[src/rtl/sensor_request_latch.sv]
// Sensor channel conditioning: 2-FF sync, debounce FSM, dwell qualification, sticky request.
// Optional stuck-sensor fault detection under `define STUCK_DETECT_EN.
module sensor_request_latch #(
    parameter int N_SENSORS       = 3,
    parameter int DEBOUNCE_CYCLES = 200,
    parameter int DWELL_CYCLES    = 10000,
    parameter int STUCK_CYCLES    = 3000000
) (
    input  logic                 clk,
    input  logic                 reset,
    input  logic                 enable,
    input  logic [N_SENSORS-1:0] sensor_raw,
    input  logic [N_SENSORS-1:0] served,
    output logic [N_SENSORS-1:0] presence,
    output logic [N_SENSORS-1:0] request
`ifdef STUCK_DETECT_EN
    ,
    output logic [N_SENSORS-1:0] fault
`endif
);

    // state    | meaning
    // ABSENT   | no vehicle, presence=0
    // QUAL_ON  | input high, counting towards presence=1
    // PRESENT  | vehicle present, presence=1
    // QUAL_OFF | input low, counting towards presence=0 (presence still 1)
    typedef enum logic [1:0] {ABSENT, QUAL_ON, PRESENT, QUAL_OFF} db_state_e;

    localparam int DB_W = $clog2(DEBOUNCE_CYCLES + 1);
    localparam int DW_W = $clog2(DWELL_CYCLES + 1);
    localparam logic [DB_W-1:0] DB_MAX = DB_W'(DEBOUNCE_CYCLES);
    localparam logic [DW_W-1:0] DW_MAX = DW_W'(DWELL_CYCLES);

    logic [N_SENSORS-1:0] sync1_q, sync1_d, sync2_q, sync2_d;
    logic [N_SENSORS-1:0] request_q, request_d;
    logic [N_SENSORS-1:0] served_eff;
    db_state_e            state_q [N_SENSORS];
    db_state_e            state_d [N_SENSORS];
    logic [DB_W-1:0]      cnt_q   [N_SENSORS];
    logic [DB_W-1:0]      cnt_d   [N_SENSORS];
    logic [DW_W-1:0]      dwell_q [N_SENSORS];
    logic [DW_W-1:0]      dwell_d [N_SENSORS];

`ifdef STUCK_DETECT_EN
    localparam int ST_W = $clog2(STUCK_CYCLES + 1);
    localparam logic [ST_W-1:0] ST_MAX = ST_W'(STUCK_CYCLES);

    logic [N_SENSORS-1:0] fault_q, fault_d;
    logic [ST_W-1:0]      stuck_q [N_SENSORS];
    logic [ST_W-1:0]      stuck_d [N_SENSORS];

    always_ff @(posedge clk) begin
        if (reset) begin
            fault_q <= '0;
            for (int i = 0; i < N_SENSORS; i++) stuck_q[i] <= '0;
        end else if (enable) begin
            fault_q <= fault_d;
            for (int i = 0; i < N_SENSORS; i++) stuck_q[i] <= stuck_d[i];
        end
    end

    always_comb begin
        fault_d = fault_q;
        for (int i = 0; i < N_SENSORS; i++) begin
            stuck_d[i] = stuck_q[i];
            if (!presence[i])
                stuck_d[i] = '0;
            else if (stuck_q[i] != ST_MAX)
                stuck_d[i] = stuck_q[i] + ST_W'(1);
            if (stuck_q[i] == ST_MAX)
                fault_d[i] = 1'b1;
        end
    end

    // A faulted channel calls for service every cycle regardless of the fsm.
    assign served_eff = served & ~fault_q;
    assign request    = request_q | fault_q;
    assign fault      = fault_q;
`else
    assign served_eff = served;
    assign request    = request_q;
`endif

    always_ff @(posedge clk) begin
        if (reset) begin
            sync1_q   <= '0;
            sync2_q   <= '0;
            request_q <= '0;
            for (int i = 0; i < N_SENSORS; i++) begin
                state_q[i] <= ABSENT;
                cnt_q[i]   <= '0;
                dwell_q[i] <= '0;
            end
        end else if (enable) begin
            sync1_q   <= sync1_d;
            sync2_q   <= sync2_d;
            request_q <= request_d;
            for (int i = 0; i < N_SENSORS; i++) begin
                state_q[i] <= state_d[i];
                cnt_q[i]   <= cnt_d[i];
                dwell_q[i] <= dwell_d[i];
            end
        end
    end

    always_comb begin
        sync1_d   = sensor_raw;
        sync2_d   = sync1_q;
        request_d = request_q;
        presence  = '0;
        for (int i = 0; i < N_SENSORS; i++) begin
            state_d[i] = state_q[i];
            cnt_d[i]   = cnt_q[i];
            dwell_d[i] = dwell_q[i];
            presence[i] = (state_q[i] == PRESENT) || (state_q[i] == QUAL_OFF);

            // A single-cycle debounce skips the qualifying states entirely.
            case (state_q[i])
                ABSENT: if (sync2_q[i]) begin
                    if (DEBOUNCE_CYCLES == 1) begin
                        state_d[i] = PRESENT;
                    end else begin
                        state_d[i] = QUAL_ON;
                        cnt_d[i]   = DB_W'(1);
                    end
                end
                QUAL_ON: begin
                    if (!sync2_q[i]) begin
                        state_d[i] = ABSENT;
                        cnt_d[i]   = '0;
                    end else if (cnt_q[i] + DB_W'(1) == DB_MAX) begin
                        state_d[i] = PRESENT;
                        cnt_d[i]   = '0;
                    end else begin
                        cnt_d[i] = cnt_q[i] + DB_W'(1);
                    end
                end
                PRESENT: if (!sync2_q[i]) begin
                    if (DEBOUNCE_CYCLES == 1) begin
                        state_d[i] = ABSENT;
                    end else begin
                        state_d[i] = QUAL_OFF;
                        cnt_d[i]   = DB_W'(1);
                    end
                end
                QUAL_OFF: begin
                    if (sync2_q[i]) begin
                        state_d[i] = PRESENT;
                        cnt_d[i]   = '0;
                    end else if (cnt_q[i] + DB_W'(1) == DB_MAX) begin
                        state_d[i] = ABSENT;
                        cnt_d[i]   = '0;
                    end else begin
                        cnt_d[i] = cnt_q[i] + DB_W'(1);
                    end
                end
                default: begin
                    state_d[i] = ABSENT;
                    cnt_d[i]   = '0;
                end
            endcase

            if (!presence[i] || served_eff[i])
                dwell_d[i] = '0;
            else if (!request_q[i] && dwell_q[i] != DW_MAX)
                dwell_d[i] = dwell_q[i] + DW_W'(1);

            // Acknowledge beats a coincident dwell expiry.
            if (served_eff[i])
                request_d[i] = 1'b0;
            else if (dwell_q[i] == DW_MAX)
                request_d[i] = 1'b1;
        end
    end

endmodule

[config.mk]
export PLATFORM = sky130hd
export DESIGN_NAME = sensor_request_latch
export DESIGN_NICKNAME = d
export VERILOG_FILES = /design/src/rtl/sensor_request_latch.sv
export SDC_FILE = /design/constraint.sdc
export NUM_CORES = 1
export LEC_CHECK = 0
export BUFFER_PORTS_ARGS = -buffer_cell sky130_fd_sc_hd__buf_2
export CAP_MARGIN = 20
export CORE_MARGIN = 8
export CORE_UTILIZATION = 55
export CTS_CLUSTER_SIZE = 24
export DETAILED_ROUTE_END_ITERATION = 8
export GPL_TIMING_DRIVEN = 0
export PLACE_DENSITY = 0.72
export SLEW_MARGIN = 15
export SYNTH_ARGS = -nofsm -noshare
export SYNTH_HDL_FRONTEND = slang
export SYNTH_SLANG_ARGS = --single-unit
[constraint.sdc]
create_clock -name clk -period 4.9 [get_ports clk]
set_input_delay 0.98 -clock clk [delete_from_list [all_inputs] [get_ports clk]]
set_output_delay 0.98 -clock clk [all_outputs]
set_load 0.005 [all_outputs]
# Word-level counts from Yosys, hierarchy flattened
# Memory sizes are Yosys's and may differ from the RTL's.
# Cells that the tools add are included.
classes:
  addsub: 6
  n_eq_ne: 18
  muxes: 65
  bitwise_logic: 9
  n_reduce_logical: 24
op_table:
  columns: ["cell", "count"]
  rows:
  - ["2-to-1 mux 8 bit", 18]
  - ["2-to-1 mux 14 bit", 9]
  - ["case mux 8 bit (4 select lines)", 3]
  - ["adder 14 x 1 -> 14 bit (second input constant)", 3]
  - ["equality test 14 bit (second input constant)", 3]
  - ["2-to-1 mux 2 bit", 21]
  - ["!= test 14 bit (second input constant)", 3]
  - ["adder 8 x 1 -> 8 bit (second input constant)", 3]
  - ["equality test 8 bit (second input constant)", 3]
  - ["case mux 2 bit (4 select lines)", 3]
  - ["equality test 2 bit (second input constant)", 6]
  - ["2-to-1 mux 1 bit", 11]
  - ["OR 1 bit", 9]
  - ["equality test 2 x 1 -> 1 bit (second input constant)", 3]
  - ["zero test 1 bit", 6]
  - ["zero test 2 bit", 3]
  - ["logical OR 1 bit", 6]
  - ["AND reduction 2 bit", 3]
  - ["nonzero test 2 bit", 3]
  - ["logical AND 1 bit", 3]
totals:
  regBits: 9
  mem_bits_rw: 72
  inputBits: 9
  out_inout_bits: 6
  elab_cells: 130
  memories: 3
mem_list:
  columns: ["name", "words", "word_bits", "read_ports", "rd_ports_with_merged_regs", "wr", "line_no", "text"]
  rows:
  - ["dwell_q", 3, 14, 3, 0, 3, "41", "logic [DW_W-1:0] dwell_q [N_SENSORS];"]
  - ["cnt_q", 3, 8, 3, 0, 3, "39", "logic [DB_W-1:0] cnt_q [N_SENSORS];"]
  - ["state_q", 3, 2, 3, 0, 3, "37", "db_state_e state_q [N_SENSORS];"]

# Depth between registers and ports, before layout
# Gate-level depths: netlist (run 1).
depth:
  word_depth: 6
  ltp_mapped: 7
  ltp_nobuf: 7

# Worst setup path before layout (run 1)
# Ideal clock, no wire load.
synth_timing:
  path_kind: "input to register"
  start: "input reset"
  end: "memory dwell_q[0][14] (netlist bit), enable pin"
  setup_ns: 0.390
  arrival_time_ns: 2.403
  t_required_ns: 4.510
  setup_slack_ns: 2.107
  cell_stages: 5
  path_buffers: 2
  cell_sequence: "clkbuf_1 nand2b_1 clkbuf_1 nor3_1 a21oi_1"
synth_lines:
  columns: ["item", "line_no", "text"]
  rows:
  - ["start: declaration", "10", "input logic reset,"]
  - ["end: declaration", "41", null]

==> results of run 1 <==
## final timing paths
kind	start	to	slack, ns	cells past startpoint
worst min register to register	sync1_q[1]	sync1_q[1]	0.50	2
worst max register to register	dwell_q[0][28]	dwell_q[0][28]	2.83	7
worst min-delay path	sync1_q[1]	sync1_q[1]	0.50	2
worst max-delay path	reset	dwell_q[0][16]	2.29	5
## routing by layer
layer / vias to the layer above / GRT usage
li1: 1520 / -
met1: 1416 / 0.184
met2: 39 / 0.232
met3: 11 / 0.0289
met4: 0 / 0.0663
met5: - / 0
## stage by stage
stage / hold WS, ns / instances / power [uW]
3_3_place_gp: 0.472 / 537 / 988
2_1_floorplan: 0.460 / 422 / 952
5_1_grt: 0.519 / 555 / 1560
3_5_place_dp: 0.486 / 537 / 995
6_report: 0.502 / 555 / 1500
4_1_cts: 0.508 / 553 / 1500
## power by group through the flow
stage | logic, uW | clock network, uW | registers [uW]
after floorplan | 100 | 0 | 852
after global placement | 125 | 0 | 862
after detailed placement | 130 | 0 | 865
after CTS | 131 | 523 | 850
after global routing | 149 | 549 | 858
final | 131 | 519 | 850
## cell usage in the layout, fill, tap and decap left out, types with 12 or more instances in the layout
cell type and n:
clkbuf_1 12, nor2_1 98, nand2_1 23, inv_1 19
xor2_1 33, edfxtp_1 72, mux2i_1 13, ha_1 12
buf_2 13, nand3_1 30, xnor2_1 23
## cell families after synthesis
logic type | count (synthesis) | share of synthesized area
xor+xnor | 56 | 0.112
compound gates | 27 | 0.0458
flops | 81 | 0.536
buf+inv | 28 | 0.0240
simple gates | 205 | 0.218
mux | 13 | 0.0298
fa+ha+maj | 12 | 0.0343
## layout make-up
| cell class | count | area, sq um | area share |
|---|---|---|---|
| Sequential cell | 81 | 2340 | 0.489 |
| Multi-Input combinational cell | 313 | 1930 | 0.402 |
| Clock buffer | 13 | 139 | 0.0290 |
| Tap cell | 102 | 128 | 0.0266 |
| Timing Repair Buffer | 15 | 83.8 | 0.0175 |
| Inverter | 19 | 71.3 | 0.0149 |
| Clock inverter | 3 | 65.1 | 0.0136 |
| Buffer | 9 | 33.8 | 0.00705 |
## sequential cells by signal, indices dropped and copies added (netlist names)
register  cells
sync2_q       3
state_q       6
cnt_q        24
request       3
dwell_q      42
sync1_q       3
## worst register-to-register path, stage by stage (launching register included)
cell and delay [ns]:
edfxtp_1 0.41, inv_1 0.06, ha_1 0.18, and3b_1 0.17, a41oi_1 0.27, nor2_1 0.07, nor2_1 0.41, buf_6 0.22
==> flow_summary.yaml, run 1 <==
synth:
  synth-seq-area-share: 0.536
  synth_edf_count: 72
  synth_cell_types: 41
  synthArstFlopShare: 0
  ys_top_cells_by_count: "98 x nor2_1, 72 x edfxtp_1, 33 x xor2_1, 30 x nand3_1"
  syn_nets: 443
  syn_area_sq_um: 4370
  synth.most_common_cell: "nor2_1"
  yosysTopAreaCell: "edfxtp_1"
  synthCells: 422
  ys_ff_latch: 81
  synth_ff_type: "edfxtp_1"
  yosysWarnings: 0
  synth_top_area_frac: 0.495
  synth.avg_cell_area_sq_um: 10.4
  synthTopCellsByArea: "edfxtp_1 49%, nor2_1 8.4%, xor2_1 6.6%, xnor2_1 4.6%, dfxtp_1 4.1%"
final_layout:
  diodes: 0
  fin_area_sq_um: 4790
  fill_cells: 648
  final_util: 0.620
  syn2layout_area_growth_pct: 9.59
  drive_gt1_frac: 0.0706
  final_nets: 469
sta:
  hold_violations: 0
  fin_ws_ns: 2.29
  setup_tns_ns: 0
  rsz0062_at_grt: "false"
  finalSetupViolations: 0
  slew_headroom: 0.491
  period_share: 0.534
  fmax_ghz: 0.382
  finalMaxSlewViolations: 0
  period_needed_ns: 2.61
  worst_slew_pin_slew_ns: 0.763
  fin_skew_ns: 0.0123
flow_run:
  drv_cap: 0
placed_design:
  placed_cell_area_sq_um: 4570
  dp_slack_ns: 1.64
  gp_congestion: 0.823
  detailed_place_hpwl_microns: 5530
  port_buffers: 13
die:
  initial_core_util: 0.566
  core_area_sq_um: 7730
  num_rows: 32
  dieArea_sq_um: 11100
  io_pins: 15
  die_h_microns: 105
  die_w_microns: 105
grt:
  grt_max_degree: 15
  grt-ovfl-total: 0
  grt_antenna_before_repair: 0
  grt_usage: 0.144
  grt_pass1_wl_microns: 13400
  grt_pass1_vias: 3020
power:
  power_density_nw_per_um2: 313
  power_frac_seq: 0.567
  p_sw_frac: 0.237
  p_leak_uw: 0.00168
  irDropWorstVdd_mv: 0.175
  power.internal_uw: 1140
  power.switching_uw: 356
  clock_power_share: 0.346
  combPwrFrac: 0.087
route:
  wl_met1_microns: 3820
  totalWireLength_microns: 7690
  drc_errors: 0
  met2_length_microns: 3530
  ant_nets: 0
  route.vias.total: 2986
  drtIter0Drc: 123
  dr.pass1.iters: 4
  viasPerCell: 5.38
  route.met3.wl_microns: 219
  top_layer: "met4"
  routedWlPerCell_microns: 13.9
setup_path:
  crit_path_end_kind: "register"
  cp.required_ns: 4.87
  crit_slowest_cell: "a21oi_2"
  cp_num_buf_inv: 2
  crit_family: "buffers and inverters"
  crit_chain: "clkbuf_1, nand2b_1, clkbuf_1, nor3_1, a21oi_2"
  cp_common_cell: "clkbuf_1"
  crit_fanout: 14
  critPathKind: "input pin to register"
  critPathArrivalTime_ns: 2.58
  critPathMaxStageDelay_ns: 0.64
  startpoint_type: "input pin"
clock_tree:
  ctsResizeCount: 0
  numCtsBuffers: 9
  cts_tree: "yes"
  cts_root_buffer: "clkbuf_8"
  cts_sinks: 81
  clkTransAtPathRegs_ns: 0.07
  ctsHtreeMaxLevel: 3
  clk_latency_ns: 0.35
  post_cts_buffers: 0
  cts_max_path_buffers: 2
  ctsHoldBuffers: 0
min_path:
  hold_path_class: "register to register"
outcome:
  status: "finished, final reports clean"
Power figures use the tool's default switching activity.
==> run 2: changes to the inputs <==
Settings changed: ABC_AREA set to 1, PLACE_DENSITY 0.72 to 0.75.
Clock period 4.9 ns to 2.15 ns, I/O delays scaled along.
==> run 2 against run 1 <==
  * Wire length up 9.3%
  * Cell count up 17%
  * Cell area up 2.7%
  * Synthesized cell count up 23%
  * Power up 140%
  * First-iteration DRC count up 16%
  * Worst setup slack worse by 2.2 ns
  * Worst hold slack worse by 0.20 ns
  * Critical path type is now register to output port
  * Highest routed layer unchanged
==> flow_summary.yaml, run 2 <==
route:
  route.vias.total: 3439
  drtIter0Drc: 143
  viasPerCell: 5.27
  dr.pass1.iters: 5
  totalWireLength_microns: 8410
  ant_nets: 0
  routedWlPerCell_microns: 12.9
  drc_errors: 0
final_layout:
  fin_area_sq_um: 4920
  top_regs: "dwell_q x42, cnt_q x24, state_q x6"
  syn2layout_area_growth_pct: 10.4
  top_register: "dwell_q"
  diodes: 0
  final_common_cell: "nand2_1"
  drive_gt1_frac: 0.0823
  largest_register_ffs: 42
  final_util: 0.611
  final_cells: 652
  mostFrequentLayoutCells: "95 x nand2_1, 84 x inv_1, 84 x nor2_1"
  final_nets: 563
  fill_cells: 700
synth:
  synth-simple-area-share: 0.253
  synth_ff_type: "edfxtp_1"
  synth_top_area_frac: 0.485
  synth.avg_cell_area_sq_um: 8.62
  syn_area_sq_um: 4460
  synthAdderAreaFrac: 0.0337
  synth_edf_count: 72
  synth_mux_area_frac: 0
  synthTopCellsByArea: "edfxtp_1 49%, nand2_1 8.0%, nor2_1 7.2%, inv_1 7.1%, dfxtp_1 4.0%"
  ys_top_cells_by_count: "95 x nand2_1, 85 x nor2_1, 84 x inv_1, 72 x edfxtp_1, 32 x a21oi_1"
  ys_ff_latch: 81
  synth_compound_area_frac: 0.0924
  synth_top_family_by_area: "simple AND/OR/NAND/NOR gates"
  synthCells: 517
  synth.most_common_cell: "nand2_1"
  yosysTopAreaCell: "edfxtp_1"
  synthArstFlopShare: 0
  syn_nets: 538
  synth-seq-area-share: 0.526
  synth_xor_area_frac: 0.0177
  yosysWarnings: 0
  synth_cell_types: 33
grt:
  grt_antenna_before_repair: 0
  grt_max_degree: 15
  grt-ovfl-total: 0
  grt_usage: 0.159
  grt_pass1_vias: 3439
  grt_pass1_wl_microns: 14800
power:
  power.switching_uw: 849
  irDropWorstVdd_mv: 0.370
  total_power_uw: 3550
  p_sw_frac: 0.239
  power_density_nw_per_um2: 721
  clock_power_share: 0.368
  power.internal_uw: 2700
  p_leak_uw: 0.00192
  combPwrFrac: 0.090
  power_frac_seq: 0.542
setup_path:
  crit_slowest_cell: "edfxtp_1"
  crit_path_end_kind: "output port"
  reg2reg_depth: 7
  startpoint_type: "register"
  crit_fanout: 3
  r2r_slack_ns: 0.21
  critPathMaxStageDelay_ns: 0.41
  rr_endpoint: "dwell_q[0][2]"
  startpoint: "state_q[0][2]"
  cp_common_cell: "inv_1"
  cp.required_ns: 1.72
  crit_cells: 5
  critPathKind: "register to output port"
  crit_chain: "inv_1, ha_1, nor2_1, inv_1, buf_2"
  crit_family: "flip-flops"
  cp_num_buf_inv: 3
  crit-reg2reg-launch: "dwell_q[0][0]"
  critPathArrivalTime_ns: 1.61
  crit_path_end: "presence[1]"
clock_tree:
  cts_root_buffer: "clkbuf_8"
  clkTransAtPathRegs_ns: 0.08
  ctsHtreeMaxLevel: 3
  clk_latency_ns: 0.35
  cts_tree: "yes"
  cts_sinks: 81
  cts_max_path_buffers: 2
  numCtsBuffers: 9
placed_design:
  placed_cell_area_sq_um: 4670
  gp_congestion: 0.822
  port_buffers: 14
  detailed_place_hpwl_microns: 6230
  numPlacedInstances: 636
sta:
  fmax_ghz: 0.490
  period_share: 0.949
  hold_violations: 0
  finalMaxSlewViolations: 0
  fin_skew_ns: 0.00641
  worst_slew_pin_slew_ns: 0.987
  rsz0062_at_grt: "false"
  finalSetupViolations: 0
  slew_headroom: 0.339
  period_needed_ns: 2.04
die:
  io_pins: 15
  dieArea_sq_um: 11200
  core_area_sq_um: 8050
  num_rows: 33
  die_w_microns: 106
  die_h_microns: 106
  initial_core_util: 0.554
min_path:
  hold_path_class: "input pin to register"
flow_run:
  drv_cap: 0
outcome:
  status: "finished, final reports clean"
run 2: cell families after synthesis:
kind of cell / after synthesis
adder cells (fa/ha/maj): 12
AO/OA/AOI/OAI: 73
buffers and inverters: 90
AND/OR/NAND/NOR: 252
XOR/XNOR: 9
flip-flops: 81
run 2: area by class of cell:
type	count	area (sq um)	share of cell area
Tap cell	105	131	0.0267
Clock buffer	9	124	0.0252
Sequential cell	81	2340	0.476
Clock inverter	7	109	0.0221
Timing Repair Buffer	14	70.1	0.0142
Multi-Input combinational cell	346	1800	0.365
Inverter	86	323	0.0656
Buffer	4	22.5	0.00458
run 2: worst reg2reg max path: stages, from the launching register on:
cell and delay (ns):
edfxtp_1 0.38, inv_1 0.06, ha_1 0.19, nand3_1 0.08, nor2_1 0.05, nand4_1 0.07, nand2_1 0.08, a21oi_2 0.67
run 2: power groups by stage:
stage | registers (uW) | clock network [uW] | logic (uW)
6_report | 1920 | 1300 | 321
5_1_grt | 1940 | 1380 | 371
4_1_cts | 1920 | 1330 | 321
3_5_place_dp | 1960 | 0 | 316
3_3_place_gp | 1950 | 0 | 303
2_1_floorplan | 1930 | 0 | 236
run 2: how the worst min path moves through the flow:
stage | start | cells past startpoint | end
after floorplan | sync1_q[0] | 2 | sync2_q[0]
after global placement | sync1_q[0] | 2 | sync2_q[0]
after detailed placement | sync1_q[0] | 2 | sync2_q[0]
after CTS | sensor_raw[2] | 3 | sync1_q[2]
after global routing | sensor_raw[2] | 3 | sync1_q[2]
final | sensor_raw[2] | 3 | sync1_q[2]
run 2: per-stage QoR:
stage / TNS, ns / hold slack [ns] / worst slack [ns]
CTS: 0 / 0.302 / 0.0790
global placement: -11.84 / 0.451 / -0.388
detailed placement: -0.764 / 0.468 / -0.173
finish: 0 / 0.306 / 0.110
global route: 0 / 0.325 / 0.0246
floorplan: 0 / 0.443 / 0.0716
run 2: layer usage:
metal  share of wire  GRT usage  vias up
li1                -          -     1765
met4           0.016     0.0744        0
met5               0          0        -
met1            0.47      0.188     1602
met2            0.49      0.275       60
met3           0.034     0.0296       12
run 2: timing repair:
item / 4_1_cts / 5_1_grt
gates resized for setup: 1 / 4
buffers inserted: 0 / 0
endpoints found under the setup margin: 14 / 7
pin swaps: 0 / 0
hold buffers: 0 / 0
==> run 3: changes to the inputs <==
Settings changed: CORE_UTILIZATION 55 to 40, PLACE_DENSITY 0.75 to not set.
==> run 3 against run 2 <==
  * Clock-buffer cell count grew 2
  * Clock skew grew 0.0059 ns
  * First-iteration DRC count decreased by 19%
==> flow_summary.yaml, run 3 (synthesis results as in run 2) <==
clock_tree:
  ctsHoldBuffers: 0
  post_cts_buffers: 0
  ctsHtreeMaxLevel: 3
  cts_max_path_buffers: 2
  cts_sinks: 81
  clk_latency_ns: 0.35
  numCtsBuffers: 9
  cts_root_buffer: "clkbuf_8"
  clkTransAtPathRegs_ns: 0.09
  cts_tree: "yes"
die:
  die_w_microns: 122
  io_pins: 15
  dieArea_sq_um: 14800
  core_area_sq_um: 10800
  num_rows: 38
  die_h_microns: 122
  initial_core_util: 0.411
final_layout:
  diodes: 0
  drive_gt1_frac: 0.0841
  fill_cells: 1077
  largest_register_ffs: 42
  final_nets: 563
  mostFrequentLayoutCells: "95 x nand2_1, 84 x inv_1, 84 x nor2_1"
  final_cells: 687
  top_regs: "dwell_q x42, cnt_q x24, state_q x6"
  final_common_cell: "nand2_1"
  syn2layout_area_growth_pct: 10.7
  top_register: "dwell_q"
power:
  irDropWorstVdd_mv: 0.343
  power_density_nw_per_um2: 686
  p_leak_uw: 0.00191
sta:
  fin_ws_ns: 0.147
  period_share: 0.932
  period_needed_ns: 2.00
  finalMaxSlewViolations: 0
  worst_slew_pin_slew_ns: 0.922
  hold_violations: 0
  rsz0062_at_grt: "false"
  fmax_ghz: 0.499
  slew_headroom: 0.383
  fin_skew_ns: 0.0123
  finalSetupViolations: 0
  setup_tns_ns: 0
setup_path:
  rr_endpoint: "state_q[0][0]"
  reg2reg_depth: 3
  critPathKind: "register to register"
  crit_path_end_kind: "register"
  crit_fanout: 9
  startpoint_type: "register"
  r2r_slack_ns: 0.15
  cp.required_ns: 2.17
  critPathArrivalTime_ns: 2.02
  crit-reg2reg-launch: "state_q[0][1]"
grt:
  grt-ovfl-total: 0
  grt_usage: 0.123
  grt_pass1_vias: 3328
  grt_pass1_wl_microns: 14800
  grt_antenna_before_repair: 0
  grt_max_degree: 15
placed_design:
  gp_congestion: 0.825
  port_buffers: 14
  dp_slack_ns: -0.259
  numPlacedInstances: 671
  detailed_place_hpwl_microns: 6210
route:
  viasPerCell: 4.86
  dr.pass1.iters: 4
  drc_errors: 0
  ant_nets: 0
  drtIter0Drc: 116
  route.vias.total: 3339
  totalWireLength_microns: 8480
  routedWlPerCell_microns: 12.3
min_path:
  min_path_cells: 3
  hold_path_class: "input pin to register"
  hold_start: "sensor_raw[0]"
  whs_endpoint: "sync1_q[0]"
outcome:
  status: "finished, final reports clean"
flow_run:
  drv_cap: 0
## run 3: cell types whose count changed in the layout (fill, tap and decap cells not counted)
cell	previous run	this run
a21oi_1	27	28
clkinv_2	0	1
a21oi_2	4	3
clkinvlp_4	1	2
bufinv_16	3	1
clkinv_1	3	1
clkbuf_8	9	11
## run 3: where the power goes
part	switching, uW	internal, uW	leakage, uW
clock	549	594	0.0000990
combinational	210	109	0.000943
sequential	89.8	1830	0.000863
total	849	2530	0.00191
## run 3: final cells by class
class                      count  area [sq um]  share of cell area
multi-input combinational    346          1790               0.364
sequential                    81          2340               0.475
inverter                      86           323              0.0654
timing repair buffer          14          70.1              0.0142
clock inverter                 5          53.8              0.0109
clock buffer                  11           151              0.0307
buffer                         4          22.5             0.00457
tap                          140           175              0.0355
## run 3: how the worst max path moves through the flow
| stage | slack (ns) | from | end | cells past startpoint |
|---|---|---|---|---|
| 3_5_place_dp | -0.26 | enable | state_q[0][4] | 7 |
| 4_1_cts | 0.11 | state_q[0][1] | state_q[0][0] | 3 |
| 6_report | 0.15 | state_q[0][1] | state_q[0][0] | 3 |
| 3_3_place_gp | -0.50 | state_q[0][2] | dwell_q[0][20] | 5 |
| 5_1_grt | 0.03 | state_q[0][1] | state_q[0][0] | 3 |
| 2_1_floorplan | 0.07 | state_q[0][2] | dwell_q[0][14] | 4 |
## run 3: metrics by stage
| step | total power [uW] | utilization | hold slack [ns] | instance area [sq um] |
|---|---|---|---|---|
| after floorplan | 2170 | - | 0.443 | 4460 |
| after global placement | 2260 | 0.434 | 0.454 | 4700 |
| after detailed placement | 2270 | 0.435 | 0.468 | 4710 |
| after CTS | 3410 | 0.455 | 0.311 | 4930 |
| after global routing | 3540 | 0.455 | 0.317 | 4930 |
| final | 3380 | 0.455 | 0.322 | 4930 |
## run 3: per-layer routing
metal | global-route usage | part of all wire
met1 | 0.152 | 0.49
met2 | 0.202 | 0.47
met3 | 0.0342 | 0.030
met4 | 0.0424 | 0.013
met5 | 0 | 0
## run 3: critical path, stage by stage (launching register included)
cell,delay (ns)
edfxtp_1,0.44
xnor2_1,0.18
a21oi_1,0.66
a21boi_0,0.39
## run 3: repair_timing
item                                    CTS  global route
gates resized for setup                   2             2
endpoints found under the setup margin   16             3
pin swaps                                 0             0
gates cloned                              0             0
